## config.mk

```make
export PLATFORM = sky130hd
export DESIGN_NAME = hex_7seg_scan
export DESIGN_NICKNAME = d
export VERILOG_FILES = /design/src/rtl/hex_7seg_scan.sv
export SDC_FILE = /design/constraint.sdc
export NUM_CORES = 1
export LEC_CHECK = 0
export CORE_ASPECT_RATIO = 0.8
export CORE_MARGIN = 2
export CORE_UTILIZATION = 62
export CTS_CLUSTER_DIAMETER = 200
export CTS_CLUSTER_SIZE = 28
export DETAILED_ROUTE_END_ITERATION = 8
export DONT_BUFFER_PORTS = 1
export PLACE_DENSITY = 0.89
export SYNTH_ARGS = -nofsm -noshare
export SYNTH_HDL_FRONTEND = slang
export SYNTH_SLANG_ARGS = --single-unit
export TNS_END_PERCENT = 20
```

## constraint.sdc

```tcl
create_clock -name clk -period 3.1 [get_ports clk]
set_clock_uncertainty 0.1 [all_clocks]
set_input_delay 0.93 -clock clk [delete_from_list [all_inputs] [get_ports clk]]
set_output_delay 0.93 -clock clk [all_outputs]
set_load 0.005 [all_outputs]
```

## src/rtl/hex_7seg_scan.sv

```systemverilog
// Multiplexed DIGITS-wide hex display driver: shadowed value/dp, prescaled scan, registered active-low outputs.
// Optional leading-zero blanking is compiled in when SEG_LZB_EN is defined.
module hex_7seg_scan #(
    parameter int DIGITS   = 4,
    parameter int PRESCALE = 50000
) (
    input  logic                  clk,
    input  logic                  rst,
    input  logic [4*DIGITS-1:0]   value,
    input  logic [DIGITS-1:0]     dp_in,
    input  logic                  load,
    input  logic                  blank,
    output logic [DIGITS-1:0]     an,
    output logic [6:0]            seg,
    output logic                  dp
);
    localparam int IW = (DIGITS > 1) ? $clog2(DIGITS) : 1;
    localparam int PW = $clog2(PRESCALE);

    logic [4*DIGITS-1:0] sh_val;
    logic [DIGITS-1:0]   sh_dp;
    logic [PW-1:0]       pcnt;
    logic [IW-1:0]       idx;

    logic [3:0]          digit_p0;
    logic                dpsel_p0;
    logic                suppress_p0;

    function automatic logic [6:0] decode(input logic [3:0] h);
        case (h)
            4'h0: decode = 7'b0000001;
            4'h1: decode = 7'b1001111;
            4'h2: decode = 7'b0010010;
            4'h3: decode = 7'b0000110;
            4'h4: decode = 7'b1001100;
            4'h5: decode = 7'b0100100;
            4'h6: decode = 7'b0100000;
            4'h7: decode = 7'b0001111;
            4'h8: decode = 7'b0000000;
            4'h9: decode = 7'b0001100;
            4'hA: decode = 7'b0001000;
            4'hB: decode = 7'b1100000;
            4'hC: decode = 7'b0110001;
            4'hD: decode = 7'b1000010;
            4'hE: decode = 7'b0110000;
            default: decode = 7'b0111000;
        endcase
    endfunction

    always_ff @(posedge clk or posedge rst) begin
        if (rst) begin
            sh_val <= '0;
            sh_dp  <= '0;
        end else if (load) begin
            sh_val <= value;
            sh_dp  <= dp_in;
        end
    end

    always_ff @(posedge clk or posedge rst) begin
        if (rst) begin
            pcnt <= '0;
            idx  <= '0;
        end else if (pcnt == PW'(PRESCALE - 1)) begin
            pcnt <= '0;
            if (idx == IW'(DIGITS - 1))
                idx <= '0;
            else
                idx <= idx + IW'(1);
        end else begin
            pcnt <= pcnt + PW'(1);
        end
    end

    always_comb begin
        digit_p0 = 4'h0;
        dpsel_p0 = 1'b0;
        for (int i = 0; i < DIGITS; i++) begin
            if (idx == IW'(i)) begin
                digit_p0 = sh_val[i*4 +: 4];
                dpsel_p0 = sh_dp[i];
            end
        end
    end

`ifdef SEG_LZB_EN
    // zero_run tracks "every digit from here up to the MSD is zero"
    logic zero_run;
    always_comb begin
        zero_run    = 1'b1;
        suppress_p0 = 1'b0;
        for (int i = DIGITS - 1; i >= 1; i--) begin
            zero_run = zero_run & (sh_val[i*4 +: 4] == 4'h0);
            if (idx == IW'(i))
                suppress_p0 = zero_run & ~sh_dp[i];
        end
    end
`else
    assign suppress_p0 = 1'b0;
`endif

    // ---- p0 -> output register stage ----
    always_ff @(posedge clk or posedge rst) begin
        if (rst) begin
            an  <= '1;
            seg <= 7'h7F;
            dp  <= 1'b1;
        end else if (blank || suppress_p0) begin
            an  <= '1;
            seg <= 7'h7F;
            dp  <= 1'b1;
        end else begin
            an  <= ~(DIGITS'(1) << idx);
            seg <= decode(digit_p0);
            dp  <= ~dpsel_p0;
        end
    end
endmodule

```

; Yosys cells after proc, flatten, opt, wreduce, memory -nomap -nowiden
; Memories as Yosys holds them, arrays and structs flattened.
; Cells that the tools add are included.
[word_totals]
latchBits = 0
register_bits = 50
out_inout_bits = 12
mem_bits_rw = 0
mem_bits_ro = 112
input_bits = 24
mem_count = 1
[memory_table]
columns = memory, words, width, read_ports, rd_clocked_by_memory_dff, wr, line_no
row1 = (name not given), 16, 7, 1, 0, 0, 30  ; case (h)
[classes]
muxes = 13
n_lt_le_gt_ge = 0
eq_ne = 4
add_sub_neg = 2
shifts = 1
reduce_logical = 1
n_mul = 0
n_bitwise = 2
div = 0
[op_table]
columns = operator, count
row1 = 4-bit two-way mux, 5
row2 = "16-bit by 1-bit adder with 16-bit output, second input constant", 1
row3 = "16-bit == test, second input constant", 1
row4 = 16-bit two-way mux, 1
row5 = 7-bit two-way mux, 1
row6 = 1-bit two-way mux, 5
row7 = "2-bit == test, second input constant", 2
row8 = 4-bit NOT, 1
row9 = "1-bit by 2-bit left shift with 4-bit output, first input constant", 1
row10 = "2-bit by 1-bit adder with 2-bit output, second input constant", 1
row11 = "2-bit by 1-bit == test with 1-bit output, second input constant", 1
row12 = 2-bit zero test, 1
row13 = 2-bit two-way mux, 1
row14 = 1-bit NOT, 1

; Longest topological paths before layout
[logic_depth]
word_depth = 7
mapped_depth = 10

; Worst setup path after synthesis
; OpenSTA, ideal clock, no wires.
[synth_timing]
path_kind = register -> register
start = register idx[0]
end = register seg[3]
stages_incl_launch_ff = 9
arrival_time_ps = 2114
path_slack_ps = 790
path_buffers = 0
required_time_ps = 2905
path_cell_list = dfrtp_1 inv_1 ha_1 nor2_1 a31oi_1 inv_1 ha_1 a2111oi_0 a211oi_1
[synth_via]
elab_chain_len = 7
[synth_rtl]
columns = item, line_no
row1 = from (decl), 23  ; logic [IW-1:0] idx;
row2 = from (signal assigned), 69  ; idx <= idx + IW'(1);
row3 = 2-bit zero test, 79  ; if (idx == IW'(i)) begin
row4 = 4-bit two-way mux (3 in a row), 79
row5 = 4-bit two-way mux *, 79
row6 = memory 16 x 7 bit *, n/a
row7 = 7-bit two-way mux *, 108  ; end else if (blank || suppress_p0) begin
row8 = to (signal assigned), 114  ; seg <= decode(digit_p0);
row9 = to (decl), 14  ; output logic [6:0] seg,
; Mark *: on every way between the ends. The rest lies on a longest branch, timed or not.
; A chain may end at the register's enable or synchronous reset.

; Final worst setup path
; Ends and elaborated chain as after synthesis.

==> metrics <==
outcome completed; dominant synthesized flop cell dfrtp_1; P&R area growth vs syn 5.10%; fraction of layout cells with a size suffix above 1 24.3%; area of the core about 3800 um^2; Filler Cell Count roughly 270; vias post-DR around 1500; flop2flop setup slack 0.43 ns; DRT antenna net count 0; Vias/cell roughly 5.7; post-synth top area cell dfrtp_1; Multi-input gate area 1070 um^2; Setup TNS 0 ns; final count of pins violating max slew 0; H-tree depth 2; Register Area between 1000 and 1500 um^2; Worst Path Arrival between 2 and 3 ns; row count 20; PortBufs 0; Worst-Margin Slew 0.618 ns; Post-synth EDFFs 0; maxcap violations 0; Final min period between 2 and 3 ns; worst reg2reg path depth 8; initial drt markers between 90 and 100; CTS tree done; DPL Wire Length between 3 and 4 mm; Critical Path RT 3.21 ns; cell area after placement about 2500 um^2; Post-Syn Area per Cell ~12 um^2; initial antenna violation count 0; post-synth top area share approximately two fifths; Mapped Area roughly 2400 um^2; drt pass-1 iters 4; Initial Util between 60% and 70%; GRT Total Usage between 20% and 30%; crit path launch idx[0]; Setup-failing EPs final 0; Finished Cell Area ~2600 um^2; first-pass GRT wire length 7.27 mm; # nets final approximately 240; r2r startpoint idx[0]; total power between 1 and 1.5 mW; post-cts resize count 0; Setup CP Type flop to flop; Hold WS around 0.38 ns; synthesis warning total 0; Peak Freq between 300 and 400 MHz; Placer Congestion 0.912; wirelength, routed about 4.3 mm; DRC viols 0; DR WL/cell between 15 and 20 um; final hold violations 0; die height 60.0 um; startpoint types flop; Crit. End Element flop; synthesized flop and latch total 50; RSZ-0062 raised after global routing no; Max Fanout on Critical Path 6; I/O pins 36; CTS clk-pin slew, worst paths approximately 0.090 ns; clk root buf clkbuf_8; clock sink count 50; Max clock buf depth 2; HP Class primary input to async pin; Leakage 1.10 nW; largest net degree at the start of global routing 33; power per cell area 488 nW/um^2; post-synth cell types 40; die area around 4400 um^2; total CTS buffers 5; Worst R2R End seg[3]; vias in the first global route around 1500; Seq/Total Area, Yosys between 50% and 60%; ys async rst share 100%; hold buffers post-CTS 0; Synth Instances 208; Synth Net Count between 200 and 250; ant diodes 0; top area cells in the synthesized netlist dfrtp_1 (39%), dfstp_2 (13%), mux2_2 (10%), ha_1 (5.7%), xor2_1 (3.6%); Max-slew headroom approximately 60%; clock latency at the later pin of the worst-skew pair 0.30 ns; total congestion overflow 0; period utilization a little under nine tenths; VDD IR-drop max roughly 0.00034 V; die width between 70 and 80 um; Post-CTS Setup Inserts 0
worst max path at each step:
stage	end	slack, ns	cells past startpoint
after global placement	seg[3]	0.65	8
final	seg[3]	0.43	8
after CTS	seg[3]	0.44	8
after floorplan	seg[3]	0.79	8
after detailed placement	seg[3]	0.46	8
after global routing	seg[3]	0.25	8
layer usage:
layer | track usage [%] | vias up | wire [um] | part of all wire [%]
li1 | - | 723 | - | -
met1 | 31.8 | 736 | 2110 | 49
met2 | 32.9 | 38 | 1940 | 45
met3 | 6.58 | 2 | 262 | 6.0
met4 | 5.45 | 0 | 26 | 0.60
met5 | 0 | - | 0 | 0
stage by stage:
stage | util (%) | cells | worst slack, ns
2_1_floorplan | - | 208 | 0.790
3_3_place_gp | 65.0 | 257 | 0.654
3_5_place_dp | 65.0 | 257 | 0.463
4_1_cts | 67.6 | 265 | 0.440
5_1_grt | 67.6 | 265 | 0.245
6_report | 67.6 | 265 | 0.434
final cells by class:
class	count	area share (%)
sequential	50	49.6
timing repair buffer	1	0.294
multi-input combinational	141	42.1
clock buffer	6	3.23
tap	55	2.69
clock inverter	2	0.637
inverter	10	1.47
registers in the layout, indices dropped and copies added (netlist names):
signal,count
sh_val,16
an,4
sh_dp,4
idx,2
pcnt,16
dp,1
seg,7
cell usage after synthesis (3+ instances only):
master,count
a31oi_1,5
nand2_1,12
nor2_1,21
nand2b_1,4
nand3_1,6
xor2_1,10
nand4_1,4
mux2i_1,5
dfrtp_1,38
inv_1,10
mux2_2,22
buf_6,3
dfstp_2,12
nand3b_1,4
xnor2_1,4
o21ai_0,4
ha_1,11
cells by family (layout without fill, tap and decap cells):
group / Yosys count / count (layout) / synth area share, %
AOI/OAI and AO/OA: 24 / 24 / 7.21
muxes: 28 / 28 / 12.9
buffers and inverters: 17 / 19 / 3.66
xor gates and xnor gates: 14 / 14 / 5.05
DFF: 50 / 50 / 52.1
adders and majority gates: 11 / 11 / 5.66
and+or+nand+nor: 64 / 64 / 13.4
cell usage in the layout, fill, tap and decap left out, types with 2 or more instances in the layout:
| cell type | Yosys | final |
|---|---|---|
| nor2b_1 | 2 | 2 |
| nand4_1 | 4 | 4 |
| inv_1 | 10 | 9 |
| mux2i_1 | 5 | 5 |
| dfstp_2 | 12 | 12 |
| nand3b_1 | 4 | 4 |
| nand2_1 | 12 | 12 |
| and3_1 | 2 | 2 |
| nor4_1 | 2 | 2 |
| nor3_1 | 2 | 2 |
| a31oi_1 | 5 | 5 |
| nand2b_1 | 4 | 4 |
| xnor2_1 | 4 | 4 |
| ha_1 | 11 | 11 |
| nor4b_1 | 2 | 2 |
| o21ai_0 | 4 | 4 |
| a21oi_1 | 2 | 2 |
| dfrtp_1 | 38 | 38 |
| mux2_2 | 22 | 22 |
| o22ai_1 | 2 | 2 |
| nor2_1 | 21 | 21 |
| clkbuf_8 | 0 | 6 |
| xor2_1 | 10 | 10 |
| nand3_1 | 6 | 6 |
| a31o_2 | 2 | 2 |
worst max-delay path, cell delays in order (launching register included):
cell and delay, ns:
dfrtp_1 0.43, inv_1 0.10, ha_1 0.30, nor2_1 0.16
a31oi_1 0.48, inv_1 0.20, ha_1 0.35, a2111oi_0 0.37
a211oi_1 0.09
power breakdown:
group | internal [mW] | switching (mW)
clock | 0.184 | 0.213
combinational | 0.0592 | 0.0634
sequential | 0.702 | 0.0244
total | 0.945 | 0.301
Note: power is estimated with default switching activity, not from simulation.
